File: config.mk
export PLATFORM = sky130hd
export DESIGN_NAME = ball_engine
export DESIGN_NICKNAME = d
export VERILOG_FILES = /design/src/rtl/pong_pkg.sv /design/src/rtl/paddle_overlap.sv /design/src/rtl/ball_engine.sv
export SDC_FILE = /design/constraint.sdc
export NUM_CORES = 1
export LEC_CHECK = 0
export ABC_CLOCK_PERIOD_IN_PS = 4900
export CORE_ASPECT_RATIO = 1.2
export CORE_MARGIN = 2
export CORE_UTILIZATION = 52
export CTS_CLUSTER_DIAMETER = 30
export DETAILED_ROUTE_END_ITERATION = 10
export PLACE_DENSITY = 0.79
export SLEW_MARGIN = 40
export SYNTH_ARGS = -nofsm -noshare
export SYNTH_HDL_FRONTEND = slang
export SYNTH_SLANG_ARGS = --single-unit
File: constraint.sdc
create_clock -name clock -period 4.9 [get_ports clock]
set_input_delay 0.49 -clock clock [delete_from_list [all_inputs] [get_ports clock]]
set_output_delay 0.49 -clock clock [all_outputs]
set_load 0.01 [all_outputs]
File: src/rtl/pong_pkg.sv
// Shared pong definitions: FSM states, direction encodings, playfield defaults.
package pong_pkg;

   typedef enum logic [1:0] {
      IDLE       = 2'd0,
      SERVE_WAIT = 2'd1,
      PLAY       = 2'd2,
      SCORED     = 2'd3
   } state_t;

   localparam logic DIR_RIGHT = 1'b1;
   localparam logic DIR_LEFT  = 1'b0;
   localparam logic DIR_DOWN  = 1'b1;
   localparam logic DIR_UP    = 1'b0;

   localparam int unsigned FIELD_W_DEFAULT = 320;
   localparam int unsigned FIELD_H_DEFAULT = 240;

endpackage

File: src/rtl/paddle_overlap.sv
// Combinational test of whether the ball's vertical span overlaps a paddle.
module paddle_overlap #(
   parameter int unsigned COORD_W    = 9,
   parameter int unsigned SIZE       = 4,
   parameter int unsigned PADDLE_LEN = 32
) (
   input  logic [COORD_W-1:0] ball_v,
   input  logic [COORD_W-1:0] paddle,
   output logic               hit_c
);

   // Extra headroom bits so the sums below never wrap.
   localparam int unsigned EW = COORD_W + 2;

   logic [EW-1:0] v_ext;
   logic [EW-1:0] p_ext;

   assign v_ext = EW'(ball_v);
   assign p_ext = EW'(paddle);

   // Ball spans [v, v+SIZE), paddle spans [p, p+PADDLE_LEN).
   assign hit_c = ((v_ext + EW'(SIZE)) > p_ext) && (v_ext < (p_ext + EW'(PADDLE_LEN)));

endmodule

File: src/rtl/ball_engine.sv
// Pong ball mover: serve/score FSM, variable speed, wall clamping, paddle hits.
module ball_engine
   import pong_pkg::*;
#(
   parameter int unsigned COORD_W     = 9,
   parameter int unsigned MIN_H       = 0,
   parameter int unsigned MAX_H       = FIELD_W_DEFAULT,
   parameter int unsigned MIN_V       = 0,
   parameter int unsigned MAX_V       = FIELD_H_DEFAULT,
   parameter int unsigned SIZE        = 4,
   parameter int unsigned PADDLE_LEN  = 32,
   parameter int unsigned MAX_SPEED   = 4,
   parameter int unsigned SERVE_DELAY = 60
) (
   input  logic               clock,
   input  logic               reset,
   input  logic               tick,
   input  logic               serve,
   input  logic [COORD_W-1:0] player1_paddle,
   input  logic [COORD_W-1:0] player2_paddle,
   output logic [COORD_W-1:0] ball_h,
   output logic [COORD_W-1:0] ball_v,
   output logic               ball_active,
   output logic               hit,
   output logic               score_p1,
   output logic               score_p2
);

   localparam int unsigned SW    = COORD_W + 1;
   localparam int unsigned SPD_W = $clog2(MAX_SPEED + 1);
   localparam int unsigned CNT_W = $clog2(SERVE_DELAY + 1);

   localparam logic [COORD_W-1:0] START_H = COORD_W'((MIN_H + MAX_H - SIZE) / 2);
   localparam logic [COORD_W-1:0] START_V = COORD_W'((MIN_V + MAX_V - SIZE) / 2);
   localparam logic [COORD_W-1:0] LIM_H_LO = COORD_W'(MIN_H);
   localparam logic [COORD_W-1:0] LIM_H_HI = COORD_W'(MAX_H - SIZE);
   localparam logic [COORD_W-1:0] LIM_V_LO = COORD_W'(MIN_V);
   localparam logic [COORD_W-1:0] LIM_V_HI = COORD_W'(MAX_V - SIZE);

   localparam logic signed [SW-1:0] S_H_LO = SW'(MIN_H);
   localparam logic signed [SW-1:0] S_H_HI = SW'(MAX_H - SIZE);
   localparam logic signed [SW-1:0] S_V_LO = SW'(MIN_V);
   localparam logic signed [SW-1:0] S_V_HI = SW'(MAX_V - SIZE);

   localparam logic [SPD_W-1:0] SPEED_MIN = SPD_W'(1);
   localparam logic [SPD_W-1:0] SPEED_MAX = SPD_W'(MAX_SPEED);
   localparam logic [CNT_W-1:0] CNT_LAST  = CNT_W'(SERVE_DELAY - 1);

   state_t             state, state_n;
   logic               dir_h, dir_h_n;
   logic               dir_v, dir_v_n;
   logic [SPD_W-1:0]   speed, speed_n;
   logic [CNT_W-1:0]   cnt, cnt_n;
   logic [COORD_W-1:0] ball_h_n, ball_v_n;
   logic               ball_active_n, hit_n, score_p1_n, score_p2_n;

   logic signed [SW-1:0] h_s, v_s, spd_s, next_h, next_v;
   logic [COORD_W-1:0]   v_new;
   logic                 dir_v_new;
   logic                 ovl_p1_c, ovl_p2_c;

   // Candidate positions in a signed, one-bit-wider space so edges never wrap.
   always_comb begin
      h_s    = SW'(ball_h);
      v_s    = SW'(ball_v);
      spd_s  = SW'(speed);
      next_h = (dir_h == DIR_RIGHT) ? (h_s + spd_s) : (h_s - spd_s);
      next_v = (dir_v == DIR_DOWN)  ? (v_s + spd_s) : (v_s - spd_s);
   end

   // Vertical clamp and bounce; its result also feeds the paddle overlap tests.
   always_comb begin
      v_new     = next_v[COORD_W-1:0];
      dir_v_new = dir_v;
      if (next_v <= S_V_LO) begin
         v_new     = LIM_V_LO;
         dir_v_new = DIR_DOWN;
      end else if (next_v >= S_V_HI) begin
         v_new     = LIM_V_HI;
         dir_v_new = DIR_UP;
      end
   end

   paddle_overlap #(
      .COORD_W    (COORD_W),
      .SIZE       (SIZE),
      .PADDLE_LEN (PADDLE_LEN)
   ) u_ovl_p1 (
      .ball_v (v_new),
      .paddle (player1_paddle),
      .hit_c  (ovl_p1_c)
   );

   paddle_overlap #(
      .COORD_W    (COORD_W),
      .SIZE       (SIZE),
      .PADDLE_LEN (PADDLE_LEN)
   ) u_ovl_p2 (
      .ball_v (v_new),
      .paddle (player2_paddle),
      .hit_c  (ovl_p2_c)
   );

   // Next-state and next-register values for the serve/play/score sequence.
   always_comb begin
      state_n    = state;
      dir_h_n    = dir_h;
      dir_v_n    = dir_v;
      speed_n    = speed;
      cnt_n      = cnt;
      ball_h_n   = ball_h;
      ball_v_n   = ball_v;
      hit_n      = 1'b0;
      score_p1_n = 1'b0;
      score_p2_n = 1'b0;

      unique case (state)
         IDLE: begin
            if (serve) begin
               state_n = SERVE_WAIT;
               cnt_n   = '0;
            end
         end

         SERVE_WAIT: begin
            if (tick) begin
               if (cnt == CNT_LAST) begin
                  state_n = PLAY;
               end else begin
                  cnt_n = cnt + CNT_W'(1);
               end
            end
         end

         PLAY: begin
            if (tick) begin
               ball_v_n = v_new;
               dir_v_n  = dir_v_new;
               if ((dir_h == DIR_LEFT) && (next_h <= S_H_LO)) begin
                  ball_h_n = LIM_H_LO;
                  if (ovl_p1_c) begin
                     dir_h_n = DIR_RIGHT;
                     hit_n   = 1'b1;
                     speed_n = (speed < SPEED_MAX) ? (speed + SPD_W'(1)) : SPEED_MAX;
                  end else begin
                     score_p2_n = 1'b1;
                     state_n    = SCORED;
                  end
               end else if ((dir_h == DIR_RIGHT) && (next_h >= S_H_HI)) begin
                  ball_h_n = LIM_H_HI;
                  if (ovl_p2_c) begin
                     dir_h_n = DIR_LEFT;
                     hit_n   = 1'b1;
                     speed_n = (speed < SPEED_MAX) ? (speed + SPD_W'(1)) : SPEED_MAX;
                  end else begin
                     score_p1_n = 1'b1;
                     state_n    = SCORED;
                  end
               end else begin
                  ball_h_n = next_h[COORD_W-1:0];
               end
            end
         end

         SCORED: begin
            // score_p1/score_p2 still hold the pulse that sent us here.
            ball_h_n = START_H;
            ball_v_n = START_V;
            speed_n  = SPEED_MIN;
            dir_h_n  = score_p1 ? DIR_RIGHT : DIR_LEFT;
            cnt_n    = '0;
            state_n  = SERVE_WAIT;
         end

         default: state_n = IDLE;
      endcase

      ball_active_n = (state_n == PLAY);
   end

   // State and output registers with synchronous reset.
   always_ff @(posedge clock) begin
      if (reset) begin
         state       <= IDLE;
         ball_h      <= START_H;
         ball_v      <= START_V;
         dir_h       <= DIR_RIGHT;
         dir_v       <= DIR_DOWN;
         speed       <= SPEED_MIN;
         cnt         <= '0;
         ball_active <= 1'b0;
         hit         <= 1'b0;
         score_p1    <= 1'b0;
         score_p2    <= 1'b0;
      end else begin
         state       <= state_n;
         ball_h      <= ball_h_n;
         ball_v      <= ball_v_n;
         dir_h       <= dir_h_n;
         dir_v       <= dir_v_n;
         speed       <= speed_n;
         cnt         <= cnt_n;
         ball_active <= ball_active_n;
         hit         <= hit_n;
         score_p1    <= score_p1_n;
         score_p2    <= score_p2_n;
      end
   end

endmodule

==> After elaboration in Yosys (flattened, before gate mapping) <==
Index checks and enable logic that the tools add are counted.
{ "word_totals": {"word_cells": 106, "out_inout_bits": 22, "input_bits": 22, "ff_bits": 35} }
{ "classes": {"magnitude_cmp": 9, "n_mux": 45, "n_eq_ne": 12, "n_addsub": 9, "n_bitwise": 5, "reduce_logical": 15} }
{ "op_table": {"columns": ["operator", "n"], "rows": [
  ["9-bit 2-to-1 mux", 6],
  ["9-bit case mux with 2 select lines", 2],
  ["11-bit by 9-bit greater-than comparator with 1-bit output", 2],
  ["9-bit by 11-bit less-than comparator with 1-bit output", 2],
  ["9-bit by 3-bit adder with 10-bit output", 2],
  ["9-bit by 6-bit adder with 10-bit output, second input constant", 2],
  ["10-bit by 1-bit <= comparator with 1-bit output, second input constant", 2],
  ["10-bit 2-to-1 mux", 2],
  ["9-bit by 3-bit subtractor with 10-bit output", 2],
  ["3-bit 2-to-1 mux", 6],
  ["6-bit 2-to-1 mux", 3],
  ["6-bit case mux with 3 select lines", 1],
  ["2-bit 2-to-1 mux", 8],
  ["1-bit 2-to-1 mux", 14],
  ["9-bit by 3-bit adder with 10-bit output, second input constant", 1],
  ["10-bit >= comparator, second input constant", 1],
  ["10-bit by 9-bit >= comparator with 1-bit output, second input constant", 1],
  ["3-bit != test, second input constant", 3],
  ["2-bit != test, second input constant", 4],
  ["2-bit case mux with 4 select lines", 1],
  ["6-bit by 1-bit adder with 6-bit output, second input constant", 1],
  ["2-bit equality test, second input constant", 3],
  ["6-bit equality test, second input constant", 1],
  ["3-bit case mux with 2 select lines", 1],
  ["other kinds (16)", 24]
]} }

==> Depth between registers and ports, before layout <==
Gate-level depths: netlist of run 1.
{ "logic_depth": {"depth_word": 14, "depth_mapped": 25, "ltp_nobuf": 25} }

==> Cells and area by module <==
A second synthesis of run 1 with hierarchy kept.
{ "hier_totals": {"hier_cells": 473, "area_unflattened_um2": 3873.7} }
{ "by_module_without_submodules": {"columns": ["module", "area_per_inst_um2", "cells_each", "instances"], "rows": [
  ["ball_engine", 2777.7, 332, 1],
  ["paddle_overlap (u_ovl_p1)", 555.5, 71, 1],
  ["paddle_overlap (u_ovl_p2)", 540.5, 70, 1]
]} }

==> Worst setup path before layout of run 1 <==
Ideal clock, no wire load.
{ "synth_path": {"path_type": "reg-to-reg", "start": "register speed[0]", "end": "register dir_h", "slack_ns": -0.315, "arrival_ns": 5.143, "period_less_slack_ns": 5.215, "stages_incl_launch_ff": 26, "path_buffers": 0, "setup_ns": 0.072, "cell_sequence": "dfxtp_1 -> inv_1 -> ha_1 -> ha_1 -> mux2_2 -> ha_1 -> nand3_1 -> o2111ai_2 -> and3_1 -> a211oi_2 -> o21ai_2 -> o21bai_2 -> a21o_1 -> inv_1 -> ha_1 -> nand3_1 -> xor2_1 -> a21oi_1 -> ha_1 -> nand4_1 -> a211oi_1 -> a2111o_1 -> nand3_1 -> o31a_1 -> a21oi_2 -> mux2i_1"} }
{ "synth_via": {"elab_chain_len": 10} }
{ "synth_lines": {"columns": ["element", "line_no", "rtl"], "rows": [
  ["from (decl)", "ball_engine.sv:52", "logic [SPD_W-1:0] speed, speed_n;"],
  ["from (signal assigned)", "ball_engine.sv:201", "speed <= speed_n;"],
  ["9-bit by 3-bit subtractor with 10-bit output or 9-bit by 3-bit adder with 10-bit output (tied branches)", "ball_engine.sv:68", "next_v = (dir_v == DIR_DOWN) ? (v_s + spd_s) : (v_s - spd_s);"],
  ["10-bit 2-to-1 mux", "ball_engine.sv:68", null],
  ["10-bit by 9-bit >= comparator with 1-bit output", "ball_engine.sv:78", "end else if (next_v >= S_V_HI) begin"],
  ["9-bit 2-to-1 mux", "ball_engine.sv:78", null],
  ["9-bit 2-to-1 mux", "ball_engine.sv:75", "if (next_v <= S_V_LO) begin"],
  ["9-bit by 3-bit adder with 10-bit output", "paddle_overlap.sv:22", "assign hit_c = ((v_ext + EW'(SIZE)) > p_ext) && (v_ext < (p_ext + EW'(PADDLE_LEN)));"],
  ["11-bit by 9-bit greater-than comparator with 1-bit output", "paddle_overlap.sv:22", null],
  ["1-bit logical AND", "paddle_overlap.sv:22", null],
  ["3-bit != test (no line)", null, null],
  ["5-bit AND reduction (no line)", null, null],
  ["to (signal assigned)", "ball_engine.sv:199", "dir_h <= dir_h_n;"],
  ["to (decl)", "ball_engine.sv:50", "logic dir_h, dir_h_n;"]
]} }
Several ways; a longest one is shown, not always the timed one. The select of a mux whose other input is x is not followed.
A chain may end at the register's enable or synchronous reset.

==> Worst setup path after layout of run 1 <==
{ "layout_path": {"start": "register speed[0]", "end": "register speed[2]"} }
{ "layout_via": {"elab_chain_len": 10} }
{ "layout_lines": {"columns": ["element", "line_no"], "rows": [
  ["9-bit by 3-bit subtractor with 10-bit output or 9-bit by 3-bit adder with 10-bit output (tied branches)", "ball_engine.sv:68"],
  ["10-bit 2-to-1 mux", "ball_engine.sv:68"],
  ["10-bit by 9-bit >= comparator with 1-bit output", "ball_engine.sv:78"],
  ["9-bit 2-to-1 mux", "ball_engine.sv:78"],
  ["9-bit 2-to-1 mux", "ball_engine.sv:75"],
  ["9-bit by 3-bit adder with 10-bit output", "paddle_overlap.sv:22"],
  ["11-bit by 9-bit greater-than comparator with 1-bit output", "paddle_overlap.sv:22"],
  ["1-bit logical AND", "paddle_overlap.sv:22"],
  ["3-bit != test (no line)", null],
  ["5-bit AND reduction (no line)", null]
]} }
Several ways; a longest one is shown, not always the timed one. The select of a mux whose other input is x is not followed.

==> metrics.csv, run 1 <==
metric;value;unit
Post-Layout Inst Area;0.005066;mm^2
Max Slew Vio Count;0;
Post-CTS Hold Buffers;0;
Synth warnings;0;
Final min period;5.113;ns
Hold Crit Class;reg2reg;
Die Area;0.007763;mm^2
H-tree depth;2;
Layout area overhead;37.77;%
Root Buffer;clkbuf_8;
top_reg_cell synth;dfxtp_1;
WL/cell;17.69;um
io pins;44;
Post-synth EDFFs;0;
Synth Cell Area;0.003677;mm^2
violated checks;setup timing;
syn_area_per_cell;8.190;um^2
crit path DAT;5.35;ns
port bufs;43;
placed inst area;0.004503;mm^2
Leakage;0.002122;uW
fin worst setup slack;-0.2132;ns
initial antenna violation count;0;
largest net degree at the start of global routing;31;
Worst EP required;5.14;ns
Final Total Pwr;679.5;uW
Tcrit/Tclk final;104.4;%
total grt overflow;0;
TritonCTS clock tree;done;
Synth Instances;449;
hold path startpoint;ball_h[6];
DR iter-0 viols;148;
DR vias/cell;6.068;
# fillers;510;
Slew headroom;41.81;%
Cell variety after synth;70;
Max FO, Critical Path;4;
Post-Place Cells;607;
Max Cap Violations;0;
Clock Sinks;35;
worst reg-to-reg setup slack;-0.21;ns
async set or reset register ratio after synthesis;0;%
RSZ-0062 raised after global routing;true;
global-route wire length before repair;17370;um
clk_skew;0.009916;ns
Initial Utilization;53.65;%
vias;3829;
Hold Path Depth;2;
Die W;80.77;um
R2R depth;26;
GPL Wtd Cong;0.9428;
placed wire-length estimate;8134;um
die height;96.12;um
pwr/cell area;134.1;mW/mm^2
final hold vios;0;
post-place setup slack;-0.3839;ns
Rows;33;
Remaining DRCs;0;
GRT Total Usage;28.74;%
DRT Wirelength;11160;um
CTS buffer count;5;
core area;0.006854;mm^2
crit start category;flop;
# setup viols final;7;
reg2reg start;speed[0];
worst-margin pin slew;0.8697;ns
Pre-antenna DRT Iters;4;
worst skew pair latency;0.30;ns
Worst VDD drop;0.1624;mV
Finished Layout Cells;631;
sequential cell area fraction in the yosys report;19.05;%
Worst Hold End;ball_h[6];
critical path class;reg2reg;
status;finished, violations left;
CTS Buffer Depth;2;
number of global-route vias before repair;3844;
layout cells sized above 1;24.82;%
# diodes;0;
FF+latch count, synth;35;
Final ANT Viol Nets;0;
Fmax;195.6;MHz
CP Capture Type;flop;
Worst-path clk slew;0.08;ns
Crit Reg-Reg Endpoint;speed[2];
Layout Nets;629;
## metal layers
| layer | vias up | track usage, % | routed length [um] |
|---|---|---|---|
| met2 | 119 | 52.50 | 5690 |
| li1 | 1845 | - | - |
| met3 | 47 | 4.034 | 448 |
| met5 | - | 0 | 0 |
| met1 | 1818 | 30.98 | 4415 |
| met4 | 0 | 17.80 | 609 |
## sequential cells by signal, indices dropped and copies added, names as in the netlist
signal,cells
speed,3
score_p1,1
dir_h,1
cnt,6
state,2
ball_active,1
hit,1
ball_h,9
dir_v,1
score_p2,1
ball_v,9
## synth_stat cells (all sizes together), types with 5 or more instances
cell,count,share of area (%)
ha,62,21
nor2,45,4.7
a21oi,40,5.8
inv,37,3.8
dfxtp,35,19
nand2,23,2.3
o21ai,19,2.7
nor3,16,2.3
nand3,15,2.0
xor2,14,3.3
xnor2,12,3.1
nand4,8,1.4
a21o,6,1.2
nor2b,6,1.2
clkbuf,5,0.51
mux2i,5,1.4
o2111ai,5,1.4
o21a,5,1.0
o21bai,5,1.1
## where the power goes
part           total, uW  switching [uW]  internal (uW)
Clock                249             118            131
Combinational        141            75.1           66.2
Sequential           289            3.62            286
Total                680             196            483
## cells by family after synthesis
group | count (synthesis) | share of synthesized area, %
other | 1 | 0.1020
XOR/XNOR | 26 | 6.397
AND/OR/NAND/NOR | 144 | 19.97
multiplexers | 9 | 2.586
flip-flops | 35 | 19.05
AO/OA/AOI/OAI | 126 | 24.80
adder cells (fa/ha/maj) | 64 | 22.18
buffers and inverters | 44 | 4.900
## final cells by class
class                           instances  area (um^2)  area share [%]
Inverter                               37        141.4           2.791
Clock buffer                            6        93.84           1.852
Clock inverter                          2        13.76          0.2717
Sequential cell                        35        706.9           13.95
Tap cell                               87        108.9           2.149
Multi-Input combinational cell        373         3192           63.00
Timing Repair Buffer                   91        809.5           15.98
## layout by cell type (no fill, tap or decap), types with 4 or more instances in the layout
cell type / synthesis / final
nand2b_1: 4 / 4
xnor2_1: 11 / 9
dfxtp_1: 35 / 32
buf_4: 0 / 44
ha_4: 0 / 8
nand3_1: 15 / 12
o21ai_1: 3 / 4
o211ai_1: 4 / 4
ha_1: 62 / 51
nor2_1: 44 / 42
a21o_1: 6 / 6
nor3_1: 15 / 13
clkdlybuf4s50_1: 0 / 42
nand4_1: 8 / 8
nand2_1: 23 / 23
nor2b_1: 5 / 4
o21a_1: 5 / 5
a21oi_2: 3 / 7
a21oi_1: 37 / 30
mux2i_1: 5 / 5
inv_1: 37 / 33
xor2_1: 14 / 11
conb_1: 1 / 4
clkbuf_8: 0 / 5
o21bai_1: 4 / 4
o21ai_0: 15 / 14
## through the flow
| stage | hold slack [ns] | util, % | TNS, ns |
|---|---|---|---|
| 2_1_floorplan | 0.4584 | - | -0.1501 |
| 3_3_place_gp | 0.4680 | 65.77 | -1.017 |
| 3_5_place_dp | 0.4699 | 65.70 | -2.178 |
| 4_1_cts | 0.4858 | 71.80 | -0.4110 |
| 5_1_grt | 0.5086 | 73.91 | -3.220 |
| 6_report | 0.4871 | 73.91 | -0.9227 |
## timing repair
item	4_1_cts	5_1_grt
endpoints found under the setup margin	9	10
resized for setup	36	22
buffers inserted	16	2
pin swaps	34	16
endpoints found under the hold margin	0	0
## worst max-delay path by stage
stage                     endpoint      from  depth (start not counted)  slack, ns
final                     speed[2]  speed[0]                         26      -0.21
after global routing      speed[2]  speed[0]                         26      -0.48
after CTS                 speed[0]  speed[1]                         25      -0.12
after detailed placement  speed[0]  speed[2]                         22      -0.38
after global placement    speed[1]  speed[0]                         23      -0.23
after floorplan           speed[1]  speed[0]                         25      -0.05
## critical path, cell delays in order (launching register included)
cell and delay [ns]:
dfxtp_4 0.36, inv_4 0.04, ha_4 0.15, ha_4 0.23
mux2_4 0.28, ha_4 0.30, a21oi_4 0.07, buf_4 0.14
o2111ai_2 0.20, xor2_2 0.20, buf_4 0.15, nand2_1 0.09
nor2_2 0.18, o21bai_4 0.10, buf_4 0.15, nor2b_4 0.13
and2_4 0.17, ha_4 0.23, nor2b_2 0.16, o311ai_2 0.31
a21oi_2 0.13, o31ai_2 0.35, nand3_2 0.17, o31a_1 0.32
buf_4 0.15, a21oi_2 0.12, o221a_1 0.19
(Power assumes the default switching activity.)
==> run 2: changes to the inputs <==
--- a/config.mk
+++ b/config.mk
@@ -7,7 +7,6 @@
 export LEC_CHECK = 0
 export ABC_CLOCK_PERIOD_IN_PS = 4900
 export CORE_ASPECT_RATIO = 1.2
-export CORE_MARGIN = 2
 export CORE_UTILIZATION = 52
 export CTS_CLUSTER_DIAMETER = 30
 export DETAILED_ROUTE_END_ITERATION = 10
==> run 2 against run 1 <==
The flow still finishes with violations (setup timing). Via count fell by 2.6%. First-iteration DRC count increased by 0.68%. Critical path depth did not move. Critical endpoint is now state[1]. Largest power group unchanged.
==> metrics.csv, run 2 (synthesis results as in run 1) <==
metric;value;unit;change
switching power total;178.6;uW;was 196.5 uW
violated checks;setup timing;;unchanged
slowest stage cell, crit path;o41ai_4;;was dfxtp_4
GRT Total Usage;28.08;%;was 28.74%
Max Slew Vio Count;0;;unchanged
fin worst setup slack;-0.08830;ns;was -0.2132 ns
RSZ-0062 raised after global routing;true;;unchanged
io pins;44;;unchanged
Fmax;200.5;MHz;was 195.6 MHz
Root Buffer;clkbuf_8;;unchanged
commonest non-fill, non-tap cell in the layout;ha_1;;unchanged
Leakage;0.002069;uW;was 0.002122 uW
hold slack;0.4885;ns;was 0.4871 ns
worst skew pair latency;0.29;ns;was 0.30 ns
Pint;448.9;uW;was 483.0 uW
reg2reg start;speed[0];;unchanged
Final min period;4.988;ns;was 5.113 ns
Hold Crit Class;reg2reg;;unchanged
WL/cell;16.89;um;was 17.69 um
Pre-antenna DRT Iters;6;;was 4
port bufs;43;;unchanged
hold path startpoint;ball_h[6];;unchanged
part of the power in combinational logic;21.6;%;was 20.8%
total grt overflow;0;;unchanged
Final ANT Viol Nets;0;;unchanged
Max Cap Violations;0;;unchanged
Initial Utilization;53.65;%;unchanged
vias;3730;;was 3829
layout cells sized above 1;23.23;%;was 24.82%
Clock Sinks;35;;unchanged
DRT Wirelength;10560;um;was 11160 um
Max FO, Critical Path;3;;was 4
sw frac;28.47;%;was 28.92%
Final Util;72.36;%;was 73.91%
global-route wire length before repair;16490;um;was 17370 um
clock share of power;32.3;%;was 36.6%
status;finished, violations left;;unchanged
clk_skew;0.004181;ns;was 0.009916 ns
Worst EP required;5.10;ns;was 5.14 ns
CP peak stage delay;0.40;ns;was 0.36 ns
Hold Path Depth;2;;unchanged
Rows;33;;unchanged
Layout Nets;623;;was 629
CTS Buffer Depth;2;;unchanged
CTS buffer count;5;;unchanged
most used cell, CP;ha_4;;
core area;0.006854;mm^2;unchanged
placed wire-length estimate;7942;um;was 8134 um
DR vias/cell;5.968;;was 6.068
pwr/cell area;126.5;mW/mm^2;was 134.1 mW/mm^2
Slew headroom;60.63;%;was 41.81%
worst reg-to-reg setup slack;-0.09;ns;was -0.21 ns
crit start category;flop;;unchanged
critical path class;reg2reg;;unchanged
GPL Wtd Cong;0.9236;;was 0.9428
Worst-path clk slew;0.07;ns;was 0.08 ns
Crit Reg-Reg Endpoint;state[1];;was speed[2]
Remaining DRCs;0;;unchanged
H-tree depth;2;;unchanged
TritonCTS clock tree;done;;unchanged
final setup TNS;-0.1716;ns;was -0.9227 ns
crit path DAT;5.19;ns;was 5.35 ns
CP Capture Type;flop;;unchanged
worst-margin pin slew;0.5905;ns;was 0.8697 ns
Die Area;0.007413;mm^2;was 0.007763 mm^2
die height;94.12;um;was 96.12 um
Layout area overhead;34.88;%;was 37.77%
Die W;78.77;um;was 80.77 um
# diodes;0;;unchanged
DR iter-0 viols;149;;was 148
Worst Hold End;ball_h[6];;unchanged
initial antenna violation count;0;;unchanged
Flop pwr share;46.1;%;was 42.6%
# setup viols final;6;;was 7
commonest cells after routing, fill and taps aside;ha_1 (53), clkdlybuf4s50_1 (43), buf_4 (42);;was ha_1 (51), buf_4 (44), nor2_1 (42), clkdlybuf4s50_1 (42), inv_1 (33)
Tcrit/Tclk final;101.8;%;was 104.4%
R2R depth;26;;unchanged
largest net degree at the start of global routing;31;;unchanged
number of global-route vias before repair;3685;;was 3844
Regs by FF count;ball_h (9), ball_v (9), cnt (6);;unchanged
final hold vios;0;;unchanged
Worst VDD drop;0.2147;mV;was 0.1624 mV
## run 2: cell count changes in the layout (fill, tap and decap cells not counted), sizes merged
cell / delta
clkbuf: +1
clkinv: -1
buf: -7
clkdlybuf4s50: +1
## run 2: how the worst max path moves through the flow
| stage | startpoint | end | slack (ns) |
|---|---|---|---|
| after floorplan | speed[0] | speed[1] | -0.05 |
| after global routing | speed[0] | state[1] | -0.29 |
| after detailed placement | speed[0] | dir_h | -0.22 |
| final | speed[0] | state[1] | -0.09 |
| after global placement | speed[0] | speed[0] | -0.17 |
| after CTS | speed[0] | speed[2] | -0.01 |
## run 2: final cells by class
| type | instances | area, um^2 |
|---|---|---|
| Inverter | 37 | 141.4 |
| Timing Repair Buffer | 85 | 745.7 |
| Fill cell | 502 | 1894 |
| Clock inverter | 1 | 5.005 |
| Sequential cell | 35 | 705.7 |
| Clock buffer | 7 | 76.32 |
| Tap cell | 87 | 108.9 |
| Multi-Input combinational cell | 373 | 3177 |
## run 2: metrics by stage
stage / instances / setup WS, ns / power [uW] / instance area [um^2]
floorplan: 452 / -0.05186 / 371.4 / 3770
finish: 625 / -0.08830 / 627.5 / 4960
global placement: 608 / -0.1746 / 410.1 / 4516
global route: 625 / -0.2892 / 657.9 / 4960
detailed placement: 608 / -0.2164 / 414.2 / 4516
CTS: 623 / -0.01081 / 618.0 / 4781
## run 2: worst max-delay path, delay by kind of cell, from the launching register on
family	cells	cell delay (ns)
xor gates and xnor gates	2	0.32
buffers and inverters	5	0.52
and+or+nand+nor	3	0.32
muxes	1	0.28
AOI/OAI and AO/OA	10	1.94
DFF	1	0.37
adders and majority gates	5	1.12
## run 2: power groups by stage
stage               combinational [uW]  clock, uW  sequential, uW
finish                             135        203             289
global placement                   114          0             296
CTS                                124        204             289
floorplan                         76.1          0             295
detailed placement                 118          0             296
global route                       149        219             290
## run 2: what timing repair did
action	in CTS	in global routing
hold buffers	0	0
pin swaps	18	18
setup endpoints to repair	9	10
setup buffers	7	4
resized for setup	24	31
## run 2: per-layer routing
layer  GRT usage (%)  up-vias  part of all wire [%]
met5               0        -                     0
met1           31.03     1789                    41
met3           2.913       24                   3.8
met2           53.99       91                    53
li1                -     1826                     -
met4           10.80        0                   2.7
